$ cat src/rtl/sobel_pkg.sv
// Shared constants and helpers for the Sobel edge core.
// Luma weights sum to 256 so a gray pixel maps to itself.
package sobel_pkg;

    localparam int PIX_W         = 24;
    localparam int LUMA_W        = 8;
    localparam int GRAD_W        = 11;
    localparam int ABS_W         = 10;
    localparam int MAG_W         = 8;
    localparam int CNT_W         = 17;
    localparam int FRAME_PIX_DEF = 130560;

    localparam logic [15:0] C_R = 16'd77;
    localparam logic [15:0] C_G = 16'd150;
    localparam logic [15:0] C_B = 16'd29;

    function automatic logic signed [GRAD_W-1:0] sx(
        input logic [LUMA_W-1:0] v
    );
        return $signed({{(GRAD_W-LUMA_W){1'b0}}, v});
    endfunction

endpackage

$ cat src/rtl/sobel_edge_core_if.sv
// Window-in / edge-pixel-out bundle between PixelWindow and the Sobel core.
// master drives the window side, slave is the core.
interface sobel_edge_core_if;
    import sobel_pkg::*;

    logic               wEnClk;
    logic               wFgPixelValid;
    logic [PIX_W-1:0]   wPixel00, wPixel01, wPixel02;
    logic [PIX_W-1:0]   wPixel10, wPixel11, wPixel12;
    logic [PIX_W-1:0]   wPixel20, wPixel21, wPixel22;
    logic               wConvolDone;
    logic               wFgSobelValid;
    logic [MAG_W-1:0]   wSobelPixel;
    logic [CNT_W-1:0]   wOutCnt;
    logic               wSobelDone;

    modport master (
        output wEnClk, wFgPixelValid, wConvolDone,
        output wPixel00, wPixel01, wPixel02,
        output wPixel10, wPixel11, wPixel12,
        output wPixel20, wPixel21, wPixel22,
        input  wFgSobelValid, wSobelPixel, wOutCnt, wSobelDone
    );

    modport slave (
        input  wEnClk, wFgPixelValid, wConvolDone,
        input  wPixel00, wPixel01, wPixel02,
        input  wPixel10, wPixel11, wPixel12,
        input  wPixel20, wPixel21, wPixel22,
        output wFgSobelValid, wSobelPixel, wOutCnt, wSobelDone
    );

endinterface

$ cat src/rtl/sobel_rgb2luma.sv
// Registered RGB888 to 8-bit luma converter (first pipeline stage).
module sobel_rgb2luma
    import sobel_pkg::*;
(
    input  logic              clk_i,
    input  logic              rst_i,
    input  logic              en_i,
    input  logic [PIX_W-1:0]  pix_i,
    output logic [LUMA_W-1:0] y_o
);

    logic [15:0]       sum;
    logic [LUMA_W-1:0] y_d, y_q;

    always_comb begin
        sum = C_R * {8'd0, pix_i[23:16]}
            + C_G * {8'd0, pix_i[15:8]}
            + C_B * {8'd0, pix_i[7:0]};
        y_d = LUMA_W'(sum >> 8);
    end

    always_ff @(posedge clk_i or posedge rst_i) begin
        if (rst_i) begin
            y_q <= '0;
        end else if (en_i) begin
            y_q <= y_d;
        end
    end

    assign y_o = y_q;

endmodule

$ cat src/rtl/sobel_edge_core.sv
// 4-stage Sobel edge core: luma, gradient, abs, saturated magnitude.
// Define SOBEL_THRESH_EN to binarise the output against THRESH.
module sobel_edge_core
    import sobel_pkg::*;
#(
    parameter int FRAME_PIX = FRAME_PIX_DEF
`ifdef SOBEL_THRESH_EN
    , parameter logic [MAG_W-1:0] THRESH = 8'd64
`endif
) (
    input logic              iClk,
    input logic              iRst,
    sobel_edge_core_if.slave bus
);

    logic [PIX_W-1:0]  pix [9];
    logic [LUMA_W-1:0] y   [9];

    assign pix[0] = bus.wPixel00;
    assign pix[1] = bus.wPixel01;
    assign pix[2] = bus.wPixel02;
    assign pix[3] = bus.wPixel10;
    assign pix[4] = bus.wPixel11;
    assign pix[5] = bus.wPixel12;
    assign pix[6] = bus.wPixel20;
    assign pix[7] = bus.wPixel21;
    assign pix[8] = bus.wPixel22;

    for (genvar i = 0; i < 9; i++) begin : g_luma
        sobel_rgb2luma u_luma (
            .clk_i (iClk),
            .rst_i (iRst),
            .en_i  (bus.wEnClk),
            .pix_i (pix[i]),
            .y_o   (y[i])
        );
    end

    logic signed [GRAD_W-1:0] gx_d, gy_d, gx_q, gy_q;
    logic [ABS_W-1:0]         ax_d, ay_d, ax_q, ay_q;
    logic [ABS_W:0]           sum;
    logic [MAG_W-1:0]         mag;
    logic [MAG_W-1:0]         pix_d, pix_q;
    logic [3:0]               v_d, v_q;
    logic [3:0]               dn_d, dn_q;
    logic [CNT_W-1:0]         cnt_base, cnt_d, cnt_q;

    always_comb begin
        gx_d = (sx(y[2]) + (sx(y[5]) <<< 1) + sx(y[8]))
             - (sx(y[0]) + (sx(y[3]) <<< 1) + sx(y[6]));
        gy_d = (sx(y[6]) + (sx(y[7]) <<< 1) + sx(y[8]))
             - (sx(y[0]) + (sx(y[1]) <<< 1) + sx(y[2]));
        ax_d = ABS_W'(gx_q[GRAD_W-1] ? -gx_q : gx_q);
        ay_d = ABS_W'(gy_q[GRAD_W-1] ? -gy_q : gy_q);
        sum  = {1'b0, ax_q} + {1'b0, ay_q};
        mag  = (|sum[ABS_W:MAG_W]) ? {MAG_W{1'b1}} : sum[MAG_W-1:0];
`ifdef SOBEL_THRESH_EN
        pix_d = (mag >= THRESH) ? {MAG_W{1'b1}} : '0;
`else
        pix_d = mag;
`endif
        v_d  = {v_q[2:0], bus.wFgPixelValid};
        dn_d = {dn_q[2:0], bus.wConvolDone};
    end

    // A visible done clears the count; a pixel entering stage 4 counts
    always_comb begin
        cnt_base = dn_q[3] ? '0 : cnt_q;
        cnt_d    = cnt_base;
        if (v_q[2] && cnt_base != CNT_W'(FRAME_PIX)) begin
            cnt_d = cnt_base + CNT_W'(1);
        end
    end

    always_ff @(posedge iClk or posedge iRst) begin
        if (iRst) begin
            gx_q  <= '0;
            gy_q  <= '0;
            ax_q  <= '0;
            ay_q  <= '0;
            pix_q <= '0;
            v_q   <= '0;
            dn_q  <= '0;
            cnt_q <= '0;
        end else if (bus.wEnClk) begin
            gx_q  <= gx_d;
            gy_q  <= gy_d;
            ax_q  <= ax_d;
            ay_q  <= ay_d;
            pix_q <= pix_d;
            v_q   <= v_d;
            dn_q  <= dn_d;
            cnt_q <= cnt_d;
        end
    end

    assign bus.wFgSobelValid = v_q[3];
    assign bus.wSobelPixel   = pix_q;
    assign bus.wOutCnt       = cnt_q;
    assign bus.wSobelDone    = dn_q[3];

endmodule

$ cat src/flat_wrapper.sv
// flat-port wrapper written by rule: the top's interface ports become plain ports
module sobel_edge_core_flat import sobel_pkg::*;
#(
    parameter int FRAME_PIX = FRAME_PIX_DEF

)
  (iClk, iRst, bus_wEnClk, bus_wFgPixelValid, bus_wConvolDone, bus_wPixel00, bus_wPixel01, bus_wPixel02, bus_wPixel10, bus_wPixel11, bus_wPixel12, bus_wPixel20, bus_wPixel21, bus_wPixel22, bus_wFgSobelValid, bus_wSobelPixel, bus_wOutCnt, bus_wSobelDone);
  sobel_edge_core_if bus_i ();
  input logic iClk;
  input logic iRst;
  input wire logic [$bits(bus_i.wEnClk)-1:0] bus_wEnClk;
  input wire logic [$bits(bus_i.wFgPixelValid)-1:0] bus_wFgPixelValid;
  input wire logic [$bits(bus_i.wConvolDone)-1:0] bus_wConvolDone;
  input wire logic [$bits(bus_i.wPixel00)-1:0] bus_wPixel00;
  input wire logic [$bits(bus_i.wPixel01)-1:0] bus_wPixel01;
  input wire logic [$bits(bus_i.wPixel02)-1:0] bus_wPixel02;
  input wire logic [$bits(bus_i.wPixel10)-1:0] bus_wPixel10;
  input wire logic [$bits(bus_i.wPixel11)-1:0] bus_wPixel11;
  input wire logic [$bits(bus_i.wPixel12)-1:0] bus_wPixel12;
  input wire logic [$bits(bus_i.wPixel20)-1:0] bus_wPixel20;
  input wire logic [$bits(bus_i.wPixel21)-1:0] bus_wPixel21;
  input wire logic [$bits(bus_i.wPixel22)-1:0] bus_wPixel22;
  output wire logic [$bits(bus_i.wFgSobelValid)-1:0] bus_wFgSobelValid;
  output wire logic [$bits(bus_i.wSobelPixel)-1:0] bus_wSobelPixel;
  output wire logic [$bits(bus_i.wOutCnt)-1:0] bus_wOutCnt;
  output wire logic [$bits(bus_i.wSobelDone)-1:0] bus_wSobelDone;
  assign bus_i.wEnClk = bus_wEnClk;
  assign bus_i.wFgPixelValid = bus_wFgPixelValid;
  assign bus_i.wConvolDone = bus_wConvolDone;
  assign bus_i.wPixel00 = bus_wPixel00;
  assign bus_i.wPixel01 = bus_wPixel01;
  assign bus_i.wPixel02 = bus_wPixel02;
  assign bus_i.wPixel10 = bus_wPixel10;
  assign bus_i.wPixel11 = bus_wPixel11;
  assign bus_i.wPixel12 = bus_wPixel12;
  assign bus_i.wPixel20 = bus_wPixel20;
  assign bus_i.wPixel21 = bus_wPixel21;
  assign bus_i.wPixel22 = bus_wPixel22;
  assign bus_wFgSobelValid = bus_i.wFgSobelValid;
  assign bus_wSobelPixel = bus_i.wSobelPixel;
  assign bus_wOutCnt = bus_i.wOutCnt;
  assign bus_wSobelDone = bus_i.wSobelDone;
  sobel_edge_core #(.FRAME_PIX(FRAME_PIX)) u_core (.iClk(iClk), .iRst(iRst), .bus(bus_i));
endmodule
$ cat config.mk
export PLATFORM = sky130hd
export DESIGN_NAME = sobel_edge_core_flat
export DESIGN_NICKNAME = d
export VERILOG_FILES = /design/src/rtl/sobel_pkg.sv /design/src/rtl/sobel_edge_core_if.sv /design/src/rtl/sobel_rgb2luma.sv /design/src/rtl/sobel_edge_core.sv /design/src/flat_wrapper.sv
export SDC_FILE = /design/constraint.sdc
export NUM_CORES = 2
export LEC_CHECK = 0
export ABC_AREA = 0
export CORE_ASPECT_RATIO = 2
export CORE_UTILIZATION = 47
export DETAILED_ROUTE_END_ITERATION = 12
export PLACE_DENSITY = 0.66
export SYNTH_ARGS = -nofsm -noshare
export SYNTH_HDL_FRONTEND = slang
export SYNTH_SLANG_ARGS = --single-unit
$ cat constraint.sdc
create_clock -name iClk -period 12.1 [get_ports iClk]
set_input_delay 1.815 -clock iClk [delete_from_list [all_inputs] [get_ports iClk]]
set_output_delay 1.815 -clock iClk [all_outputs]
set_load 0.05 [all_outputs]
==> run metrics <==
outcome finished clean; drt first pass iters 5; vias in the first global route 25300; Final HPWL DP 63200 um; Final ANT Viol Nets 0; Worst EP required 12410 ps; post-synth cell types 68; die width 189 um; sequential cell area 3480 um2; GRT Overall Usage 20.7%; footprint of the multi-input gates 26300 um2; fmax 0.119 GHz; CTS clk-pin slew, worst paths 60 ps; critical path class input pin to register; # rows 137; RSZ-0062 raised after global routing false; I/O Pins 248; NumNets Final 5048; fin crit period 8380 ps; layout cells sized above 1 2.93%; WL per Instance 15.5 um; # clock sinks 139; worst-margin pin slew 838 ps; global route overflow 0; FF-to-FF setup slack 7830 ps; DRC Markers 0; Post-Syn Instances 3388; die footprint 71400 um2; final setup vio count 0; Post-synth ARST share 100%; max-cap viol count 0; Fin. Hold Viols 0; Largest delay share family, worst path adder cells; Max Slew Vio Count 0; die height 377 um; vias post-DR 23300; largest family of logic cells by synthesized area adder cells; Most used DFF post-synth dfrtp_1; post-synthesis compound-gate area fraction 8.61%; most frequent cells in the layout inv_1 (837), ha_1 (743), fa_1 (477); FILL cells 6515; synthesis warning total 0; CP Capture Type register; clk_lat worst skew 440 ps; post_cts resized 0; slew margin rel. 44.1%; initial DRC count 438; GPL Wtd Cong 0.856; xor and xnor area share after synthesis 5.19%; peak fanout along the critical path 4; clock skew 5.30 ps; first-pass GRT wire length 118000 um; Post-Syn Area per Cell 9.75 um2; synth-to-layout area growth 11.6%; CTS Hold Bufs 0; Synth Net Count 4829; fin crit share 69.3%; # H-tree levels 4; CTS Root Cell clkbuf_16; I/O Buffers 223; flops & latches, synth 139; CTS Buf Count 17; Synth Area in Adders 57.0%; CTS max path bufs 2; buffer and inverter count on the worst path 5; number of synthesized flops with an enable pin 0; Crit-path slowest cell fa_1; Worst Setup Start Kind input pin; Synth Cell Area 33000 um2; setup TNS 0 ps; post-synthesis mux area share 2.08%; HP Class register to register; initial cell density of the core 47.5%; Critical Path AT 8690 ps; initial antenna violation count 0; antenna diode count 0; # Post-CTS Setup Buffers 0; simple-gate area share of the yosys netlist 6.72%; DR vias/cell 5.16; pin count of the biggest net entering global routing 76; sequential element share of the synthesized area 10.5%; CTS tree done; max incr delay on CP 540 ps; commonest non-fill, non-tap cell in the layout inv_1; final WL 70100 um; Placeable Area 69600 um2
-- routing by layer --
metal	part of all wire (%)	global-route usage (%)
met1	35	20.4
met2	60	44.3
met3	1.9	1.59
met4	2.3	5.45
met5	0	0
-- kinds of logic after synthesis --
kind of cell | after synthesis
AOI/OAI and AO/OA | 444
xor gates and xnor gates | 194
adders and majority gates | 1220
buffers and inverters | 865
DFF | 139
muxes | 62
and+or+nand+nor | 464
-- worst reg2reg max path: stages (launching register included) --
cell       delay, ps
dfrtp_1          490
ha_1             270
fa_1             570
inv_1            100
fa_1             500
fa_1             420
ha_1             330
nor2b_1          140
o21ai_0          180
a21oi_1          110
o21ai_0          340
a21oi_1          190
o2111ai_1        220
a31oi_1          100
a211oi_1         220
-- final cells by class --
class / instances / share of cell area [%]
clock inverter: 11 / 0.258
tap: 903 / 3.06
inverter: 838 / 8.54
timing repair buffer: 227 / 6.13
multi-input combinational: 2384 / 71.3
clock buffer: 21 / 1.25
sequential: 139 / 9.43
-- state kept, by name, summed over array words and instances, names as in the netlist --
name / count
u_core.dn_q: 4
u_core.gx_q: 11
u_core.v_q: 4
u_core.ax_q: 10
u_core.bus.wSobelPixel: 8
u_core.g_luma.u_luma.y_o: 64
u_core.gy_q: 11
u_core.ay_q: 10
u_core.bus.wOutCnt: 17
-- path summary, 6_finish.rpt --
kind,startpoint,end,cells after the start
setup / recovery,bus_wPixel22[12],u_core.g_luma[8].u_luma.y_o[6]$_DFFE_PP0P_,26
hold / removal,u_core.dn_q[2]$_DFFE_PP0P_,u_core.dn_q[3]$_DFFE_PP0P_,1
setup reg to reg,u_core.g_luma[0].u_luma.y_o[1]$_DFFE_PP0P_,u_core.gx_q[10]$_DFFE_PP0P_,14
hold reg to reg,u_core.dn_q[2]$_DFFE_PP0P_,u_core.dn_q[3]$_DFFE_PP0P_,1
max in group asynchronous,iRst,u_core.g_luma[6].u_luma.y_o[2]$_DFFE_PP0P_,3
min in group asynchronous,iRst,u_core.g_luma[0].u_luma.y_o[4]$_DFFE_PP0P_,2
-- synth_stat cells (5+ instances only) --
master | instances | area, um2
fa_1 | 477 | 9550
ha_1 | 743 | 9300
dfrtp_1 | 139 | 3480
nor4_1 | 5 | 31.3
mux2_2 | 53 | 597
o21bai_1 | 24 | 180
nand2_1 | 111 | 417
nand3_1 | 44 | 220
mux2i_1 | 9 | 90.1
o21ai_1 | 11 | 55.1
a21o_1 | 37 | 278
a211oi_1 | 8 | 60.1
o22a_1 | 7 | 61.3
or2_2 | 13 | 81.3
xor2_1 | 74 | 648
nor2b_1 | 27 | 169
or4_1 | 6 | 45.0
a21oi_1 | 144 | 721
xnor2_1 | 119 | 1040
o31ai_1 | 21 | 158
o21a_1 | 31 | 233
inv_1 | 838 | 3150
o41ai_1 | 11 | 96.3
o21ai_0 | 86 | 430
nor2_1 | 130 | 488
a41oi_1 | 6 | 52.6
and2_1 | 8 | 50.1
o211ai_1 | 6 | 45.0
nand4_1 | 15 | 93.8
clkbuf_1 | 22 | 82.6
nor3_1 | 53 | 265
a21boi_0 | 5 | 37.5
a31oi_1 | 8 | 50.1
nand2b_1 | 11 | 68.8
and3_1 | 11 | 68.8
or3_1 | 14 | 87.6
-- through the flow --
stage	hold slack [ps]	setup WS [ps]	utilization (%)	std cells	area, um2
finish	481	3720	53.0	4523	36900
global placement	463	3280	52.2	4491	36300
detailed placement	468	3190	52.2	4491	36300
CTS	483	3670	53.0	4523	36900
floorplan	450	4380	-	3388	33000
global route	508	3340	53.0	4523	36900
Power is left out: the tool's default activity adds up to more than one toggle a clock period on the data nets, which glitch-free logic cannot reach.
